==> src/rtl/tcam_pkg.sv <==
// Shared encodings for the TCAM lookup arbiter: controller modes, config opcodes, FSM states.
package tcam_pkg;

  localparam logic [2:0] MODE_I   = 3'b000;
  localparam logic [2:0] MODE_W   = 3'b001;
  localparam logic [2:0] MODE_R   = 3'b010;
  localparam logic [2:0] MODE_F   = 3'b011;
  localparam logic [2:0] MODE_C   = 3'b100;
  localparam logic [2:0] MODE_RST = 3'b101;

  localparam logic CFG_WRITE = 1'b0;
  localparam logic CFG_FLUSH = 1'b1;

  typedef enum logic [1:0] {
    ST_IDLE,
    ST_CMP_WAIT,
    ST_DRAIN
  } state_e;

endpackage

==> src/rtl/tcam_lookup_arbiter_if.sv <==
// Signal bundle between the lookup requesters / config master / TCAM controller and the arbiter.
interface tcam_lookup_arbiter_if #(
  parameter int NUM_REQ = 4,
  parameter int ID_W    = 4,
  parameter int ADDR_W  = 4,
  parameter int BITS    = 8
);
  localparam int PORT_W = (NUM_REQ > 1) ? $clog2(NUM_REQ) : 1;

  logic [NUM_REQ-1:0]      req_valid;
  logic [NUM_REQ-1:0]      req_ready;
  logic [NUM_REQ*ID_W-1:0] req_id;

  logic                    cfg_valid;
  logic                    cfg_ready;
  logic                    cfg_op;
  logic [ADDR_W-1:0]       cfg_addr;
  logic [BITS-1:0]         cfg_data;
  logic [BITS-1:0]         cfg_mskb;
  logic                    cfg_vbi;

  logic [2:0]              tcam_mode;
  logic [ID_W-1:0]         tcam_pkt_id;
  logic [ADDR_W-1:0]       tcam_addr;
  logic [BITS-1:0]         tcam_data;
  logic [BITS-1:0]         tcam_mskb;
  logic                    tcam_vbi;
  logic                    tcam_vbe;
  logic                    tcam_dcs;
  logic [ID_W-1:0]         tcam_dst_id;

  logic                    rsp_valid;
  logic [PORT_W-1:0]       rsp_port;
  logic [ID_W-1:0]         rsp_dst;
  logic                    busy;

  modport slave (
    input  req_valid, req_id,
    input  cfg_valid, cfg_op, cfg_addr, cfg_data, cfg_mskb, cfg_vbi,
    input  tcam_dst_id,
    output req_ready, cfg_ready,
    output tcam_mode, tcam_pkt_id, tcam_addr, tcam_data, tcam_mskb, tcam_vbi, tcam_vbe, tcam_dcs,
    output rsp_valid, rsp_port, rsp_dst, busy
  );

  modport master (
    output req_valid, req_id,
    output cfg_valid, cfg_op, cfg_addr, cfg_data, cfg_mskb, cfg_vbi,
    output tcam_dst_id,
    input  req_ready, cfg_ready,
    input  tcam_mode, tcam_pkt_id, tcam_addr, tcam_data, tcam_mskb, tcam_vbi, tcam_vbe, tcam_dcs,
    input  rsp_valid, rsp_port, rsp_dst, busy
  );

endinterface

==> src/rtl/rr_arbiter.sv <==
// Combinational round-robin pick: first requesting port strictly after ptr, wrapping around.
module rr_arbiter #(
  parameter int NUM_REQ = 4,
  parameter int IDX_W   = (NUM_REQ > 1) ? $clog2(NUM_REQ) : 1
) (
  input  logic [NUM_REQ-1:0] req,
  input  logic [IDX_W-1:0]   ptr,
  output logic [NUM_REQ-1:0] grant,
  output logic [IDX_W-1:0]   idx
);

  logic             found;
  logic [IDX_W-1:0] k;

  // NOTE: every combinational output gets a default before any branch, so no path leaves it unassigned and no latch is inferred.
  always_comb begin
    grant = '0;
    idx   = '0;
    found = 1'b0;
    k     = '0;
    for (int i = 1; i <= NUM_REQ; i++) begin
      k = IDX_W'((int'(ptr) + i) % NUM_REQ);
      if (!found && req[k]) begin
        found    = 1'b1;
        grant[k] = 1'b1;
        idx      = k;
      end
    end
  end

endmodule

==> src/rtl/tcam_lookup_arbiter.sv <==
// Shares one TCAM controller between round-robin lookup requesters and a config port that drains
// in-flight compares first and is burst-limited so lookups cannot starve.
module tcam_lookup_arbiter
  import tcam_pkg::*;
#(
  parameter int NUM_REQ       = 4,
  parameter int ID_W          = 4,
  parameter int ADDR_W        = 4,
  parameter int BITS          = 8,
  parameter int RESULT_LAT    = 4,
  parameter int CMP_OCC       = 2,
  parameter int MAX_CFG_BURST = 4
) (
  input logic                  clk,
  input logic                  rst_n,
  tcam_lookup_arbiter_if.slave bus
);

  localparam int PORT_W  = (NUM_REQ > 1) ? $clog2(NUM_REQ) : 1;
  localparam int BURST_W = $clog2(MAX_CFG_BURST + 1);
  localparam int OCC_W   = (CMP_OCC > 2) ? $clog2(CMP_OCC - 1) : 1;

  state_e                state_q, state_d;
  logic [PORT_W-1:0]     ptr_q, ptr_d;
  logic [BURST_W-1:0]    burst_q, burst_d;
  logic [OCC_W-1:0]      occ_q, occ_d;
  logic [RESULT_LAT-1:0] tag_valid;
  logic [PORT_W-1:0]     tag_port [RESULT_LAT];
  logic [ID_W-1:0]       req_id_arr [NUM_REQ];
  logic [NUM_REQ-1:0]    grant;
  logic [PORT_W-1:0]     grant_idx;
  logic                  issue_cmp;
  logic                  any_req;
  logic                  pipe_empty;
  logic                  drain_done;
  logic                  burst_ok;
  logic                  rsp_fire;

  for (genvar k = 0; k < NUM_REQ; k++) begin : g_unpack
    assign req_id_arr[k] = bus.req_id[k*ID_W +: ID_W];
  end

  rr_arbiter #(
    .NUM_REQ (NUM_REQ),
    .IDX_W   (PORT_W)
  ) u_rr (
    .req   (bus.req_valid),
    .ptr   (ptr_q),
    .grant (grant),
    .idx   (grant_idx)
  );

  assign any_req    = |bus.req_valid;
  assign pipe_empty = ~|tag_valid;
  // Only the oldest tag left means the pipe is empty next cycle, so config can issue right then.
  assign drain_done = ~|tag_valid[RESULT_LAT-2:0];
  assign burst_ok   = burst_q < BURST_W'(MAX_CFG_BURST);

  always_comb begin
    state_d         = state_q;
    ptr_d           = ptr_q;
    burst_d         = burst_q;
    occ_d           = occ_q;
    issue_cmp       = 1'b0;
    bus.req_ready   = '0;
    bus.cfg_ready   = 1'b0;
    bus.tcam_mode   = rst_n ? MODE_I : MODE_RST;
    bus.tcam_pkt_id = '0;
    bus.tcam_addr   = '0;
    bus.tcam_data   = '0;
    bus.tcam_mskb   = '0;
    bus.tcam_vbi    = 1'b0;
    bus.tcam_vbe    = 1'b0;
    bus.tcam_dcs    = 1'b0;
    if (rst_n) begin
      unique case (state_q)
        ST_IDLE: begin
          if (bus.cfg_valid && pipe_empty && (burst_ok || !any_req)) begin
            bus.cfg_ready = 1'b1;
            burst_d       = any_req ? burst_q + 1'b1 : '0;
            if (bus.cfg_op == CFG_WRITE) begin
              bus.tcam_mode = MODE_W;
              bus.tcam_addr = bus.cfg_addr;
              bus.tcam_data = bus.cfg_data;
              bus.tcam_mskb = bus.cfg_mskb;
              bus.tcam_vbi  = bus.cfg_vbi;
              bus.tcam_vbe  = 1'b1;
              bus.tcam_dcs  = 1'b1;
            end else begin
              bus.tcam_mode = MODE_F;
            end
          end else if (bus.cfg_valid && !pipe_empty && burst_ok) begin
            state_d = ST_DRAIN;
          end else if (any_req) begin
            issue_cmp       = 1'b1;
            bus.req_ready   = grant;
            bus.tcam_mode   = MODE_C;
            bus.tcam_pkt_id = req_id_arr[grant_idx];
            ptr_d           = grant_idx;
            burst_d         = '0;
            occ_d           = '0;
            state_d         = ST_CMP_WAIT;
          end
        end
        ST_CMP_WAIT: begin
          if (occ_q == OCC_W'(CMP_OCC - 2)) state_d = ST_IDLE;
          else                              occ_d   = occ_q + 1'b1;
        end
        ST_DRAIN: begin
          if (drain_done) state_d = ST_IDLE;
        end
        default: state_d = ST_IDLE;
      endcase
    end
  end

  // NOTE: sequential state uses non-blocking assignments so every register samples pre-edge values.
  always_ff @(posedge clk) begin
    if (!rst_n) begin
      state_q   <= ST_IDLE;
      ptr_q     <= PORT_W'(NUM_REQ - 1);
      burst_q   <= '0;
      occ_q     <= '0;
      tag_valid <= '0;
    end else begin
      state_q   <= state_d;
      ptr_q     <= ptr_d;
      burst_q   <= burst_d;
      occ_q     <= occ_d;
      tag_valid <= {tag_valid[RESULT_LAT-2:0], issue_cmp};
    end
  end

  // NOTE: tag ports are payload qualified by tag_valid, so this storage needs no reset.
  always_ff @(posedge clk) begin
    tag_port[0] <= grant_idx;
    for (int i = 1; i < RESULT_LAT; i++) tag_port[i] <= tag_port[i-1];
  end

  assign rsp_fire      = rst_n & tag_valid[RESULT_LAT-1];
  assign bus.rsp_valid = rsp_fire;
  assign bus.rsp_port  = rsp_fire ? tag_port[RESULT_LAT-1] : '0;
  assign bus.rsp_dst   = rsp_fire ? bus.tcam_dst_id : '0;
  assign bus.busy      = rst_n & (~pipe_empty | bus.cfg_valid);

endmodule

==> src/flat_wrapper.sv <==
// flat-port wrapper written by rule: the top's interface ports become plain ports
module tcam_lookup_arbiter_flat import tcam_pkg::*;
#(
  parameter int NUM_REQ       = 4,
  parameter int ID_W          = 4,
  parameter int ADDR_W        = 4,
  parameter int BITS          = 8,
  parameter int RESULT_LAT    = 4,
  parameter int CMP_OCC       = 2,
  parameter int MAX_CFG_BURST = 4
)
  (clk, rst_n, bus_req_valid, bus_req_id, bus_cfg_valid, bus_cfg_op, bus_cfg_addr, bus_cfg_data, bus_cfg_mskb, bus_cfg_vbi, bus_tcam_dst_id, bus_req_ready, bus_cfg_ready, bus_tcam_mode, bus_tcam_pkt_id, bus_tcam_addr, bus_tcam_data, bus_tcam_mskb, bus_tcam_vbi, bus_tcam_vbe, bus_tcam_dcs, bus_rsp_valid, bus_rsp_port, bus_rsp_dst, bus_busy);
  tcam_lookup_arbiter_if #(.NUM_REQ(NUM_REQ), .ID_W(ID_W), .ADDR_W(ADDR_W), .BITS(BITS)) bus_i ();
  input logic clk;
  input logic rst_n;
  input wire logic [$bits(bus_i.req_valid)-1:0] bus_req_valid;
  input wire logic [$bits(bus_i.req_id)-1:0] bus_req_id;
  input wire logic [$bits(bus_i.cfg_valid)-1:0] bus_cfg_valid;
  input wire logic [$bits(bus_i.cfg_op)-1:0] bus_cfg_op;
  input wire logic [$bits(bus_i.cfg_addr)-1:0] bus_cfg_addr;
  input wire logic [$bits(bus_i.cfg_data)-1:0] bus_cfg_data;
  input wire logic [$bits(bus_i.cfg_mskb)-1:0] bus_cfg_mskb;
  input wire logic [$bits(bus_i.cfg_vbi)-1:0] bus_cfg_vbi;
  input wire logic [$bits(bus_i.tcam_dst_id)-1:0] bus_tcam_dst_id;
  output wire logic [$bits(bus_i.req_ready)-1:0] bus_req_ready;
  output wire logic [$bits(bus_i.cfg_ready)-1:0] bus_cfg_ready;
  output wire logic [$bits(bus_i.tcam_mode)-1:0] bus_tcam_mode;
  output wire logic [$bits(bus_i.tcam_pkt_id)-1:0] bus_tcam_pkt_id;
  output wire logic [$bits(bus_i.tcam_addr)-1:0] bus_tcam_addr;
  output wire logic [$bits(bus_i.tcam_data)-1:0] bus_tcam_data;
  output wire logic [$bits(bus_i.tcam_mskb)-1:0] bus_tcam_mskb;
  output wire logic [$bits(bus_i.tcam_vbi)-1:0] bus_tcam_vbi;
  output wire logic [$bits(bus_i.tcam_vbe)-1:0] bus_tcam_vbe;
  output wire logic [$bits(bus_i.tcam_dcs)-1:0] bus_tcam_dcs;
  output wire logic [$bits(bus_i.rsp_valid)-1:0] bus_rsp_valid;
  output wire logic [$bits(bus_i.rsp_port)-1:0] bus_rsp_port;
  output wire logic [$bits(bus_i.rsp_dst)-1:0] bus_rsp_dst;
  output wire logic [$bits(bus_i.busy)-1:0] bus_busy;
  assign bus_i.req_valid = bus_req_valid;
  assign bus_i.req_id = bus_req_id;
  assign bus_i.cfg_valid = bus_cfg_valid;
  assign bus_i.cfg_op = bus_cfg_op;
  assign bus_i.cfg_addr = bus_cfg_addr;
  assign bus_i.cfg_data = bus_cfg_data;
  assign bus_i.cfg_mskb = bus_cfg_mskb;
  assign bus_i.cfg_vbi = bus_cfg_vbi;
  assign bus_i.tcam_dst_id = bus_tcam_dst_id;
  assign bus_req_ready = bus_i.req_ready;
  assign bus_cfg_ready = bus_i.cfg_ready;
  assign bus_tcam_mode = bus_i.tcam_mode;
  assign bus_tcam_pkt_id = bus_i.tcam_pkt_id;
  assign bus_tcam_addr = bus_i.tcam_addr;
  assign bus_tcam_data = bus_i.tcam_data;
  assign bus_tcam_mskb = bus_i.tcam_mskb;
  assign bus_tcam_vbi = bus_i.tcam_vbi;
  assign bus_tcam_vbe = bus_i.tcam_vbe;
  assign bus_tcam_dcs = bus_i.tcam_dcs;
  assign bus_rsp_valid = bus_i.rsp_valid;
  assign bus_rsp_port = bus_i.rsp_port;
  assign bus_rsp_dst = bus_i.rsp_dst;
  assign bus_busy = bus_i.busy;
  tcam_lookup_arbiter #(.NUM_REQ(NUM_REQ), .ID_W(ID_W), .ADDR_W(ADDR_W), .BITS(BITS), .RESULT_LAT(RESULT_LAT), .CMP_OCC(CMP_OCC), .MAX_CFG_BURST(MAX_CFG_BURST)) u_core (.clk(clk), .rst_n(rst_n), .bus(bus_i));
endmodule
==> config.mk <==
export PLATFORM = sky130hd
export DESIGN_NAME = tcam_lookup_arbiter_flat
export DESIGN_NICKNAME = d
export VERILOG_FILES = /design/src/rtl/tcam_pkg.sv /design/src/rtl/tcam_lookup_arbiter_if.sv /design/src/rtl/rr_arbiter.sv /design/src/rtl/tcam_lookup_arbiter.sv /design/src/flat_wrapper.sv
export SDC_FILE = /design/constraint.sdc
export NUM_CORES = 1
export LEC_CHECK = 0
export ABC_AREA = 0
export CAP_MARGIN = 40
export CORE_MARGIN = 1
export CORE_UTILIZATION = 45
export CTS_CLUSTER_SIZE = 25
export DETAILED_ROUTE_END_ITERATION = 8
export DONT_BUFFER_PORTS = 1
export SYNTH_ARGS = -nofsm -noshare
export SYNTH_HDL_FRONTEND = slang
export SYNTH_SLANG_ARGS = --single-unit
==> constraint.sdc <==
create_clock -name clk -period 8.4 [get_ports clk]
set_input_delay 2.52 -clock clk [delete_from_list [all_inputs] [get_ports clk]]
set_output_delay 2.52 -clock clk [all_outputs]
set_load 0.02 [all_outputs]
; Word-level counts from Yosys, hierarchy flattened
; Memory sizes are Yosys's and may differ from the RTL's.
; Cells that the tools add are included.
; Widths: inputs -> output; s select.
[word_totals]
ff_bits = 12
latchBits = 0
ramBits = 8
rom_bits = 0
in_bits = 49
output_inout_bits = 43
wordCells = 159
n_memories = 1
[memory_table]
columns = memory, words, word_bits, read_ports, rd_clocked_by_memory_dff, wr, line
row1 = u_core.tag_port, 4, 2, 4, 0, 4, tcam_lookup_arbiter.sv:28  ; logic [PORT_W-1:0] tag_port [RESULT_LAT];
[classes]
add_sub_neg = 6
n_mul = 0
n_div = 0
order_cmp = 10
n_eq_ne = 9
n_shift = 0
muxes = 88
n_bitwise = 11
n_reduce_logical = 28
[ops]
columns = operator, n
row1 = $mux 4, 21
row2 = $mux 8, 8
row3 = $mux 3, 10
row4 = $mux 1, 27
row5 = $mux 2, 11
row6 = $lt 2x3->1 const B, 4
row7 = $or 4x4->4, 3
row8 = $reduce_and 4->1, 3
row9 = $reduce_or 4->1, 3
row10 = $logic_and 1x1->1, 11
row11 = $bmux 1 s2, 4
row12 = $bmux 4 s2, 1
row13 = $demux 1 s2, 4
row14 = $ge 2x1->1 const B, 4
row15 = $ne 2x2->1 const B, 4
row16 = $pmux 2 s3, 1
row17 = $logic_not 1->1, 5
row18 = $add 2x1->2 const B, 2
row19 = $add 2x2->2 const B, 2
row20 = $ne 2x1->1 const B, 2
row21 = $not 1->1, 4
row22 = $reduce_bool 2->1, 2
row23 = $add 3x1->3 const B, 1
row24 = $ge 3x3->1 const B, 1
row25 = 13 further kinds, 14

; Longest topological paths before layout
[logic_depth]
depth_word = 22
depth_mapped = 11
depth_no_buf = 7

; Hierarchy
; A second synthesis with hierarchy kept.
[unflattened]
hier_cells = 166
hier_area_um2 = 1514.0
[by_module_without_submodules]
columns = mod, instances, cells_each, area_per_inst_um2, seq_area_each_um2
row1 = tcam_lookup_arbiter, 1, 107, 1023.5, 380.4
row2 = rr_arbiter, 1, 59, 490.5, 0.0

; Worst setup path after synthesis
; No wires, ideal clock.
[synth_timing]
path_type = input port to output port
startpoint = input bus_req_valid[1]
endpoint = output bus_tcam_pkt_id[0]
arrival_time_ps = 4308
required_time_ps = 5880
path_slack_ps = 1572
cell_stages = 7
n_path_buf = 2
cell_sequence = mux4_2 > buf_6 > nor2_1 > nor4b_2 > o31a_1 > buf_6 > mux2i_1
[synth_between]
elab_chain_cells = 21
word_cells_on_any_way = 34
cone_classes = mux: 23 / bitwise: 1 / reduce/logical: 10
[synth_lines]
columns = element, line
row1 = from (decl), flat_wrapper.sv:16  ; input wire logic [$bits(bus_i.req_valid)-1:0] bus_req_valid;
row2 = $bmux 1 s2, rr_arbiter.sv:23  ; if (!found && req[k]) begin
row3 = $mux 1 (implied by the code), rr_arbiter.sv:23
row4 = $mux 1, rr_arbiter.sv:23
row5 = $logic_not 1->1, rr_arbiter.sv:23
row6 = $logic_and 1x1->1, rr_arbiter.sv:23
row7 = $mux 1, rr_arbiter.sv:23
row8 = $logic_not 1->1, rr_arbiter.sv:23
row9 = $logic_and 1x1->1, rr_arbiter.sv:23
row10 = (+4 left out), -
row11 = named net u_core.grant_idx[1], tcam_lookup_arbiter.sv:31  ; logic [PORT_W-1:0] grant_idx;
row12 = $not 2->3 (implied by the code) (*), tcam_lookup_arbiter.sv:98  ; bus.tcam_pkt_id = req_id_arr[grant_idx];
row13 = $bmux 4 s2 (*), tcam_lookup_arbiter.sv:98
row14 = $mux 4 (implied by the code) (*) (2 in series), tcam_lookup_arbiter.sv:98
row15 = $mux 4 (*), tcam_lookup_arbiter.sv:94  ; end else if (any_req) begin
row16 = $mux 4 (*), tcam_lookup_arbiter.sv:92  ; end else if (bus.cfg_valid && !pipe_empty && burst_ok) begin
row17 = $mux 4 (*), tcam_lookup_arbiter.sv:78  ; if (bus.cfg_valid && pipe_empty && (burst_ok || !any_req)) begin
row18 = $mux 4 (*), tcam_lookup_arbiter.sv:76  ; unique case (state_q)
row19 = $mux 4 (*), tcam_lookup_arbiter.sv:75  ; if (rst_n) begin
row20 = to (decl), flat_wrapper.sv:28  ; output wire logic [$bits(bus_i.tcam_pkt_id)-1:0] bus_tcam_pkt_id;
; Mark *: on every way through the listed nets, which the timed path passes. The rest lies on a longest branch. The select of a mux whose other input is x is not followed.

; Worst setup path after layout
[layout_timing]
startpoint = input bus_req_valid[0]
endpoint = output bus_tcam_pkt_id[0]
[layout_between]
elab_chain_cells = 21
word_cells_on_any_way = 34
cone_classes = mux: 23 / bitwise: 1 / reduce/logical: 10
[layout_lines]
columns = element, line
row1 = $bmux 1 s2, rr_arbiter.sv:23
row2 = $mux 1 (implied by the code), rr_arbiter.sv:23
row3 = $mux 1, rr_arbiter.sv:23
row4 = $logic_not 1->1, rr_arbiter.sv:23
row5 = $logic_and 1x1->1, rr_arbiter.sv:23
row6 = $mux 1, rr_arbiter.sv:23
row7 = $logic_not 1->1, rr_arbiter.sv:23
row8 = $logic_and 1x1->1, rr_arbiter.sv:23
row9 = (+4 left out), -
row10 = $not 2->3 (implied by the code), tcam_lookup_arbiter.sv:98
row11 = $bmux 4 s2, tcam_lookup_arbiter.sv:98
row12 = $mux 4 (implied by the code) (2 in series), tcam_lookup_arbiter.sv:98
row13 = $mux 4, tcam_lookup_arbiter.sv:94
row14 = $mux 4, tcam_lookup_arbiter.sv:92
row15 = $mux 4 (*), tcam_lookup_arbiter.sv:78
row16 = $mux 4 (*), tcam_lookup_arbiter.sv:76
row17 = $mux 4 (*), tcam_lookup_arbiter.sv:75
; Mark *: on every way between the ends. The rest lies on a longest branch, timed or not. The select of a mux whose other input is x is not followed.

==> run_results.csv <==
group,metric,value,unit
setup_path,crit_type,"input pin to primary output",
clock_network,cts_resized,0,
routing,drt_pass1_iterations,4,
logic_synthesis,synth_edf_count,0,
floorplan,io_pins,92,
cells_and_area,drive_gt1_share,11.2,%
setup_path,critPathMaxStageDelay,0.66,ns
routing,via_per_inst,6.19,
setup_path,crit_chain,"mux4_1 -> nor2_1 -> nor4b_2 -> o31a_1 -> mux2i_1",
logic_synthesis,ys_types,45,
logic_synthesis,syn_area,0.00159,mm^2
clock_network,cts_tree,"yes",
setup_path,critPathTopFamily,"multiplexers",
routing,dr_wl_met2,1.87,mm
floorplan,start_util,47.3,%
global_routing,grt_max_degree,24,
routing,top_layer,"met4",
setup_path,worstSetupStartpoint,"bus_req_valid[0]",
timing,hold_viol_final,0,
clock_network,clock-sinks,19,
cells_and_area,diodes,0,
setup_path,arrival,4.71,ns
cells_and_area,mostFrequentLayoutCell,"and2_1",
logic_synthesis,synth_area_leaders,"dfxtp_1, and2_1, ha_1",
cells_and_area,post-route-util,48.1,%
place,place_area,0.00159,mm^2
timing,rsz0062_at_grt,"no",
min_path,hold_path_class,"register to register",
setup_path,worstPathBufferInverterCount,0,
run_status,run_status,"finished clean",
clock_network,numCtsBuffers,3,
logic_synthesis,yosysTopAreaCell,"dfxtp_1",
floorplan,die_area,0.00378,mm^2
routing,drc,0,
timing,maxSlewViolCount,0,
cells_and_area,fillers,333,
routing,wl_per_cell,16.6,um
logic_synthesis,netlist_instances,186,
power,p_leak,0.687,nW
cells_and_area,syn2layout_area_growth,1.57,%
logic_synthesis,synth_nets,244,
place,io_buffers,0,
cells_and_area,mostFrequentLayoutCells,"and2_1, dfxtp_1, nor2_1, a22oi_1",
timing,tightest_slew,0.674,ns
routing,routed-via-count,1393,
routing,drt-total-wl,3.73,mm
place,hpwlAfterDp,2.85,mm
clock_network,cts-root-buf,"clkbuf_4",
logic_synthesis,yosysSeqAreaShare,23.9,%
timing,slew-limit-headroom,55.0,%
clock_network,hold_buffers,0,
cells_and_area,nNetsFinal,238,
place,gp_congestion,0.853,
setup_path,start_kind,"input pin",
clock_network,clk_pin_slew_worst_paths,0.11,ns
power,p_per_area,177,mW/mm^2
logic_synthesis,synth.top_cell.area_share,23.9,%
floorplan,die_w,61.5,um
min_path,hold_start,"u_core.tag_port[2][1]$_DFF_P_",
logic_synthesis,async_flop_share,0,%
routing,met3_length,226,um
timing,layout_min_cycle_time,7.23,ns
setup_path,cp.required,5.88,ns
clock_network,post-cts-setup-buffer-count,0,
logic_synthesis,postSynthAreaPerCell,8.56,um^2
power,ir_worst_vdd,75.2,uV
flow_run,cap_violations,0,
clock_network,clk_path_buf_depth,2,
timing,finalSetupViolations,0,
setup_path,cpMaxStageDelayCell,"mux4_1",
routing,antenna_left,0,
cells_and_area,stdcell_area,0.00162,mm^2
logic_synthesis,synth_seq_cells,19,
global_routing,overflow,0,
setup_path,cp-end-kind,"primary output",
logic_synthesis,yosys_warnings,0,
setup_path,critPathMaxFanout,11,
global_routing,grt_pass1_vias,1158,
global_routing,grt_use_total,19.2,%
floorplan,die_y,61.5,um
clock_network,clk_latency,0.30,ns
setup_path,r2r-start,"u_core.ptr_q[0]$_SDFFE_PN1P_",
timing,fmax,138,MHz
logic_synthesis,synth_flop_cell,"dfxtp_1",
timing,finalCritPeriodShare,86.1,%
timing,fin_worst_skew,0.00145,ns
routing,first_iter_violations,63,
floorplan,num_rows,21,
timing,finalSetupTns,0,ns
global_routing,antenna_found_initial,0,
floorplan,core_area,0.00336,mm^2
routing,wirelength_met1,1.56,mm
clock_network,h-tree-depth,1,
global_routing,grt_pass1_wl,5.36,mm
final timing paths:
check	end	slack, ns	cells past startpoint
worst max-delay path	bus_tcam_pkt_id[0]	1.17	5
worst min-delay path	u_core.tag_port[3][1]$_DFF_P_	0.34	0
worst max register to register	u_core.ptr_q[1]$_SDFFE_PN1P_	4.66	7
worst min register to register	u_core.tag_port[3][1]$_DFF_P_	0.34	0
kinds of logic (layout without fill, tap and decap cells):
family,count (synthesis),after routing,share of synthesized area (%)
flops,19,19,23.9
simple gates,78,78,28.6
compound gates,47,47,23.0
buf+inv,20,13,6.45
mux,13,13,10.9
fa+ha+maj,9,9,7.08
worst reg2reg max path, cell delays in order, from the launching register on:
cell      delay [ns]
dfxtp_1         0.77
clkinv_1        0.49
ha_1            0.64
mux4_2          0.61
nor2b_4         0.18
o31a_1          0.30
o31a_1          0.42
a21o_2          0.23
final cells by class:
type | instances | area [um^2] | share of cell area, %
multi-input combinational | 147 | 1110 | 68.9
sequential | 19 | 380 | 23.5
tap | 46 | 57.6 | 3.56
inverter | 8 | 30.0 | 1.86
clock buffer | 3 | 22.5 | 1.39
timing repair buffer | 1 | 7.51 | 0.464
clock inverter | 1 | 5.00 | 0.310
flip-flops by register name, summed over array words and instances, names as in the netlist:
register and count:
u_core.burst_q 3, u_core.ptr_q 2, u_core.state_q 2, u_core.tag_port 8
u_core.tag_valid 4
cells in the mapped netlist (2+ instances only):
library cell	n
and2_1	27
dfxtp_1	19
a22oi_1	10
nor2_1	10
ha_1	9
nand2_1	9
a21o_1	8
mux2i_1	8
nand4_1	8
o31ai_1	8
and3_1	7
inv_1	7
clkbuf_1	6
a21oi_1	4
or2_2	4
buf_6	3
nand3_1	3
nor3_1	3
a2111oi_0	2
mux2_2	2
mux4_2	2
o211ai_1	2
o31a_1	2
or4_1	2
power breakdown:
group | switching [mW] | internal [mW]
registers | 0.00958 | 0.108
logic | 0.0752 | 0.0466
clock network | 0.0289 | 0.0178
stage by stage:
stage               total power, mW  worst slack (ns)  hold slack (ns)  cells
floorplan                     0.229              1.57            0.310    186
global placement              0.237              1.27            0.312    221
detailed placement            0.240              1.19            0.314    221
CTS                           0.286              1.19            0.339    225
global route                  0.306              1.01            0.346    225
finish                        0.286              1.17            0.337    225
routing by layer:
metal,vias up,GRT usage [%]
met3,6,1.68
met5,-,0
li1,679,-
met4,0,5.71
met1,636,25.3
met2,72,33.5
Power figures use the tool's default switching activity.
